`config.mk`:
```
export PLATFORM = sky130hd
export DESIGN_NAME = gf2_linear_solver_flat
export DESIGN_NICKNAME = d
export VERILOG_FILES = /design/src/rtl/gf2_linear_solver_if.sv /design/src/rtl/gf2_linear_solver.sv /design/src/flat_wrapper.sv
export SDC_FILE = /design/constraint.sdc
export NUM_CORES = 1
export LEC_CHECK = 0
export CAP_MARGIN = 10
export CORE_ASPECT_RATIO = 1.1
export CORE_UTILIZATION = 30
export DETAILED_ROUTE_END_ITERATION = 7
export GPL_TIMING_DRIVEN = 0
export SYNTH_ARGS = -nofsm -noshare
export SYNTH_HDL_FRONTEND = slang
export SYNTH_SLANG_ARGS = --single-unit
```
`constraint.sdc`:
```
create_clock -name i_clk -period 2.14 [get_ports i_clk]
set_clock_uncertainty 0.1 [all_clocks]
set_input_delay 0.428 -clock i_clk [delete_from_list [all_inputs] [get_ports i_clk]]
set_output_delay 0.428 -clock i_clk [all_outputs]
set_load 0.02 [all_outputs]
```
`src/rtl/gf2_linear_solver_if.sv`:
```
// Stream and matrix-load bundle between the GF(2) inverter side, the solver and the
// downstream consumer of solution vectors.
interface gf2_linear_solver_if #(
  parameter int CNT_W = 8
);
  logic             mat_ld;
  logic [15:0]      mat_in;
  logic             in_vld;
  logic [3:0]       in_vec;
  logic             in_rdy;
  logic             out_vld;
  logic [3:0]       out_vec;
  logic             out_rdy;
  logic             mat_valid;
  logic [CNT_W-1:0] vec_cnt;

  modport master (
    output mat_ld, mat_in, in_vld, in_vec, out_rdy,
    input  in_rdy, out_vld, out_vec, mat_valid, vec_cnt
  );

  modport slave (
    input  mat_ld, mat_in, in_vld, in_vec, out_rdy,
    output in_rdy, out_vld, out_vec, mat_valid, vec_cnt
  );
endinterface

```
`src/rtl/gf2_linear_solver.sv`:
```
// Latches a 4x4 GF(2) matrix and computes x = M * b for each accepted vector b,
// buffering results in a 2-entry FIFO so input readiness is decoupled from out_rdy.
module gf2_linear_solver #(
  parameter int CNT_W = 8
) (
  input logic                i_clk,
  input logic                i_rst,
  gf2_linear_solver_if.slave bus
);

  typedef enum logic {
    ST_EMPTY = 1'b0,
    ST_RUN   = 1'b1
  } state_t;

  state_t           r_state;
  state_t           w_state_nxt;
  logic             w_in_rdy;
  logic [15:0]      r_mat;
  logic [3:0]       r_ent0;
  logic [3:0]       r_ent1;
  logic [1:0]       r_occ;
  logic [CNT_W-1:0] r_vec_cnt;
  logic             w_push;
  logic             w_pop;
  logic [3:0]       w_x;

  // Row r sits at m[15-4r -: 4]; x_r lands on bit 3-r, so bit3 carries x0.
  function automatic logic [3:0] gf2_mat_vec(input logic [15:0] m, input logic [3:0] v);
    logic [3:0] x;
    x = 4'b0000;
    for (int r = 0; r < 4; r++) begin
      x[3-r] = ^(m[15-4*r -: 4] & v);
    end
    return x;
  endfunction

  // State register.
  always_ff @(posedge i_clk or posedge i_rst) begin
    if (i_rst) begin
      r_state <= ST_EMPTY;
    end else begin
      r_state <= w_state_nxt;
    end
  end

  // Next state and input readiness; a load cycle never accepts a vector.
  always_comb begin
    w_state_nxt = r_state;
    w_in_rdy    = 1'b0;
    case (r_state)
      ST_EMPTY: begin
        if (bus.mat_ld) begin
          w_state_nxt = ST_RUN;
        end else begin
          w_state_nxt = ST_EMPTY;
        end
      end
      ST_RUN: begin
        w_state_nxt = ST_RUN;
        w_in_rdy    = !bus.mat_ld && (r_occ < 2'd2);
      end
      default: begin
        w_state_nxt = ST_EMPTY;
        w_in_rdy    = 1'b0;
      end
    endcase
  end

  assign w_push = bus.in_vld && w_in_rdy;
  assign w_pop  = (r_occ != 2'd0) && bus.out_rdy;
  assign w_x    = gf2_mat_vec(r_mat, bus.in_vec);

  // Matrix register: result of a push in the load cycle is impossible, so old/new never mix.
  always_ff @(posedge i_clk or posedge i_rst) begin
    if (i_rst) begin
      r_mat <= 16'h0000;
    end else if (bus.mat_ld) begin
      r_mat <= bus.mat_in;
    end
  end

  // Shift FIFO: r_ent0 is the head and keeps its last value once the FIFO drains.
  always_ff @(posedge i_clk or posedge i_rst) begin
    if (i_rst) begin
      r_ent0 <= 4'b0000;
      r_ent1 <= 4'b0000;
      r_occ  <= 2'd0;
    end else begin
      case ({w_push, w_pop})
        2'b10: begin
          if (r_occ == 2'd0) begin
            r_ent0 <= w_x;
          end else begin
            r_ent1 <= w_x;
          end
          r_occ <= r_occ + 2'd1;
        end
        2'b01: begin
          if (r_occ == 2'd2) begin
            r_ent0 <= r_ent1;
          end
          r_occ <= r_occ - 2'd1;
        end
        2'b11: begin
          if (r_occ == 2'd1) begin
            r_ent0 <= w_x;
          end else begin
            r_ent0 <= r_ent1;
            r_ent1 <= w_x;
          end
        end
        default: begin
          r_occ <= r_occ;
        end
      endcase
    end
  end

  // Delivered-vector counter; a delivery coinciding with a load counts toward the new matrix.
  always_ff @(posedge i_clk or posedge i_rst) begin
    if (i_rst) begin
      r_vec_cnt <= {CNT_W{1'b0}};
    end else if (bus.mat_ld) begin
      r_vec_cnt <= w_pop ? CNT_W'(1) : {CNT_W{1'b0}};
    end else if (w_pop) begin
      r_vec_cnt <= r_vec_cnt + CNT_W'(1);
    end
  end

  assign bus.in_rdy    = w_in_rdy;
  assign bus.out_vld   = (r_occ != 2'd0);
  assign bus.out_vec   = r_ent0;
  assign bus.mat_valid = (r_state == ST_RUN);
  assign bus.vec_cnt   = r_vec_cnt;

endmodule

```
`src/flat_wrapper.sv`:
```
// flat-port wrapper written by rule: the top's interface ports become plain ports
module gf2_linear_solver_flat 
#(
  parameter int CNT_W = 8
)
  (i_clk, i_rst, bus_mat_ld, bus_mat_in, bus_in_vld, bus_in_vec, bus_out_rdy, bus_in_rdy, bus_out_vld, bus_out_vec, bus_mat_valid, bus_vec_cnt);
  gf2_linear_solver_if #(.CNT_W(CNT_W)) bus_i ();
  input logic i_clk;
  input logic i_rst;
  input wire logic [$bits(bus_i.mat_ld)-1:0] bus_mat_ld;
  input wire logic [$bits(bus_i.mat_in)-1:0] bus_mat_in;
  input wire logic [$bits(bus_i.in_vld)-1:0] bus_in_vld;
  input wire logic [$bits(bus_i.in_vec)-1:0] bus_in_vec;
  input wire logic [$bits(bus_i.out_rdy)-1:0] bus_out_rdy;
  output wire logic [$bits(bus_i.in_rdy)-1:0] bus_in_rdy;
  output wire logic [$bits(bus_i.out_vld)-1:0] bus_out_vld;
  output wire logic [$bits(bus_i.out_vec)-1:0] bus_out_vec;
  output wire logic [$bits(bus_i.mat_valid)-1:0] bus_mat_valid;
  output wire logic [$bits(bus_i.vec_cnt)-1:0] bus_vec_cnt;
  assign bus_i.mat_ld = bus_mat_ld;
  assign bus_i.mat_in = bus_mat_in;
  assign bus_i.in_vld = bus_in_vld;
  assign bus_i.in_vec = bus_in_vec;
  assign bus_i.out_rdy = bus_out_rdy;
  assign bus_in_rdy = bus_i.in_rdy;
  assign bus_out_vld = bus_i.out_vld;
  assign bus_out_vec = bus_i.out_vec;
  assign bus_mat_valid = bus_i.mat_valid;
  assign bus_vec_cnt = bus_i.vec_cnt;
  gf2_linear_solver #(.CNT_W(CNT_W)) u_core (.i_clk(i_clk), .i_rst(i_rst), .bus(bus_i));
endmodule
```
==> metrics.csv <==
metric;value;unit
status;finished, violations left;
failing checks;setup timing;
CP Launch Type;primary input;
cell taking the most area after synthesis;dfrtp_1;
WL/cell;11.9;um
clk root buf;clkbuf_8;
total track usage;13.0;%
routed vias/inst;4.44;
# DRC;0;
CP max stage delay;0.58;ns
Synth Area in XOR/XNOR;9.91;%
HPWL after DPL;2.63;mm
drt first pass iters;2;
setup slack after layout;-0.00443;ns
worst-path cell chain;clkdlybuf4s50_1 -> nand2_8 -> buf_12 -> ha_4 -> a211o_4 -> or3_4 -> o221ai_2;
total wire length;3.45;mm
total negative slack;-0.00443;ns
CP arrival;2.26;ns
insertion delay to the later sink of the worst-skew pair;0.29;ns
Synth area leaders;dfrtp_1, mux2_2, xnor2_1;
Reg area;877;um2
net count after synthesis;196;
die height;82.5;um
CP max stage cell;clkdlybuf4s50_1;
# diodes;0;
die width;75.2;um
post-synthesis mux area share;10.8;%
CP endpoint kind;flip-flop;
layout cells sized above 1;23.8;%
Clock Tree Buf Depth;2;
vias in the first global route;1273;
share of the synthesized area in the top cell type;49.5;%
Crit Path Max Fanout;4;
critical path required time;2.25;ns
Pleak;1.07;nW
Worst-path clk slew;0.07;ns
DRT iter0 DRCs;34;
area grow syn2layout;42.7;%
Yosys warning total;0;
num rows;28;
core area;0.00554;mm2
Nets;247;
R2R setup slack;0.02;ns
total die area;0.00620;mm2
power per cell area;918;mW/mm2
final hold vios;0;
antenna violations before repair;0;
maxcap violations;0;
GR Overflow Total;0;
Final setup viols;1;
#FFs+latches synth;35;
Ports;40;
Port Buf Inserts;38;
TritonCTS Buffers;5;
sequential area share after synthesis;49.5;%
syn avg cell area;10.9;um2
worst IR drop on VDD;0.355;mV
Slew Limit Fails;0;
Synth cell types;29;
CP top delay family;buffers and inverters;
Cells after Synth;162;
Simple-Gate Fraction of Synth Area;13.2;%
starting density of the core;31.9;%
clock sink count;35;
Fill cells;563;
largest net degree at the start of global routing;22;
CP bufs+invs;2;
Fmax;466;MHz
Rel. slew slack;41.5;%
Final period util;100;%
CTS tree;built;
H-tree depth;2;
area of the multi-input gates;926;um2
Post-DRT Antenna Nets;0;
post-synthesis compound-gate area fraction;7.01;%
RSZ-0062 raised after global routing;true;
cts hold-fix bufs;0;
Worst-Margin Slew;0.876;ns
first-pass GRT wire length;5.87;mm
placer congestion estimate;0.709;
DR vias;1283;
Worst Setup Path Type;primary input to flip-flop;
clock period minus worst slack;2.14;ns
Hold Crit Class;primary input to flip-flop;
adder-cell share of the synthesized area;6.37;%
largest family of logic cells by synthesized area;simple AND/OR/NAND/NOR gates;
Post-Syn Area;0.00177;mm2
Tot Pwr;2.32;mW
==> flip-flops by register name, summed over array words and instances (netlist names) <==
signal,flops
u_core.r_mat,16
u_core.r_occ,2
u_core.bus.out_vec,4
u_core.bus.mat_valid,1
u_core.r_ent1,4
u_core.bus.vec_cnt,8
==> kinds of logic after synthesis <==
logic type,count (synthesis)
simple gates,51
flops,35
xor+xnor,20
mux,17
compound gates,15
buf+inv,15
fa+ha+maj,9
==> area by class of cell <==
| class | instances | area share (%) |
|---|---|---|
| Clock inverter | 1 | 0.198 |
| Timing Repair Buffer | 44 | 18.2 |
| Tap cell | 75 | 3.72 |
| Multi-Input combinational cell | 112 | 36.7 |
| Sequential cell | 35 | 34.8 |
| Buffer | 3 | 1.34 |
| Inverter | 12 | 2.08 |
| Clock buffer | 7 | 3.02 |
==> synth_stat cells <==
cell	number
dfrtp_1	35
nand2_1	32
mux2_2	16
xnor2_1	14
inv_1	11
ha_1	9
nor2_1	7
xor2_1	6
o21ai_0	5
a21oi_1	3
nand4_1	3
o221ai_2	3
nor2b_1	2
a211o_4	1
a21o_1	1
and3_1	1
and4b_1	1
buf_1	1
buf_2	1
clkbuf_1	1
inv_2	1
mux2i_1	1
nand2b_1	1
nand3b_1	1
nor3b_1	1
o21ai_1	1
o221ai_1	1
or2_2	1
or3_4	1
==> per-layer routing <==
metal  wire length, um  track usage [%]
met3               161             3.03
met1              1570             16.1
met4                59             6.11
met2              1660             21.4
met5                 0                0
==> cell usage in the layout (no fill, tap or decap), types with 2 or more instances in the layout <==
master	instances
nand2_1	30
o21ai_0	5
mux2_2	16
clkdlybuf4s50_1	36
buf_4	4
nor2_1	7
clkbuf_1	2
a21oi_1	3
inv_2	3
ha_4	4
xnor2_1	14
clkbuf_8	5
xor2_1	6
nand4_1	3
o221ai_2	3
ha_1	5
dfrtp_1	34
inv_1	7
==> repair_timing <==
| item | in CTS | in global routing |
|---|---|---|
| pin swaps | 0 | 1 |
| buffers inserted | 3 | 2 |
| gates resized for setup | 9 | 9 |
| setup endpoints to repair | 9 | 9 |
| gates cloned | 0 | 0 |
==> where the power goes <==
part           switching, mW  internal [mW]  total, mW
sequential            0.0871          0.795      0.882
combinational          0.474          0.498      0.972
clock                  0.235          0.228      0.463
==> metrics by stage <==
| stage | hold WS (ns) | cells | utilization [%] | setup slack, ns | instance area, um2 |
|---|---|---|---|---|---|
| 2_1_floorplan | 0.350 | 162 | - | -0.122 | 1830 |
| 3_3_place_gp | 0.363 | 275 | 41.6 | -0.316 | 2300 |
| 3_5_place_dp | 0.370 | 276 | 42.1 | -0.318 | 2330 |
| 4_1_cts | 0.337 | 287 | 44.6 | 0.0116 | 2470 |
| 5_1_grt | 0.327 | 289 | 45.6 | -0.0621 | 2520 |
| 6_report | 0.340 | 289 | 45.6 | -0.00443 | 2520 |
==> final timing paths <==
check                                  from                    end  cells past startpoint
max                             bus_out_rdy  u_core.bus.out_vec[2]                      7
min                              bus_mat_ld        u_core.r_mat[5]                      2
max reg2reg                 u_core.r_occ[1]  u_core.bus.out_vec[2]                      9
min reg2reg                u_core.r_ent1[0]       u_core.r_ent1[0]                      2
max in group asynchronous             i_rst        u_core.r_occ[1]                      2
min in group asynchronous             i_rst       u_core.r_mat[13]                      2
No activity file was read; power rests on OpenSTA's default activity.
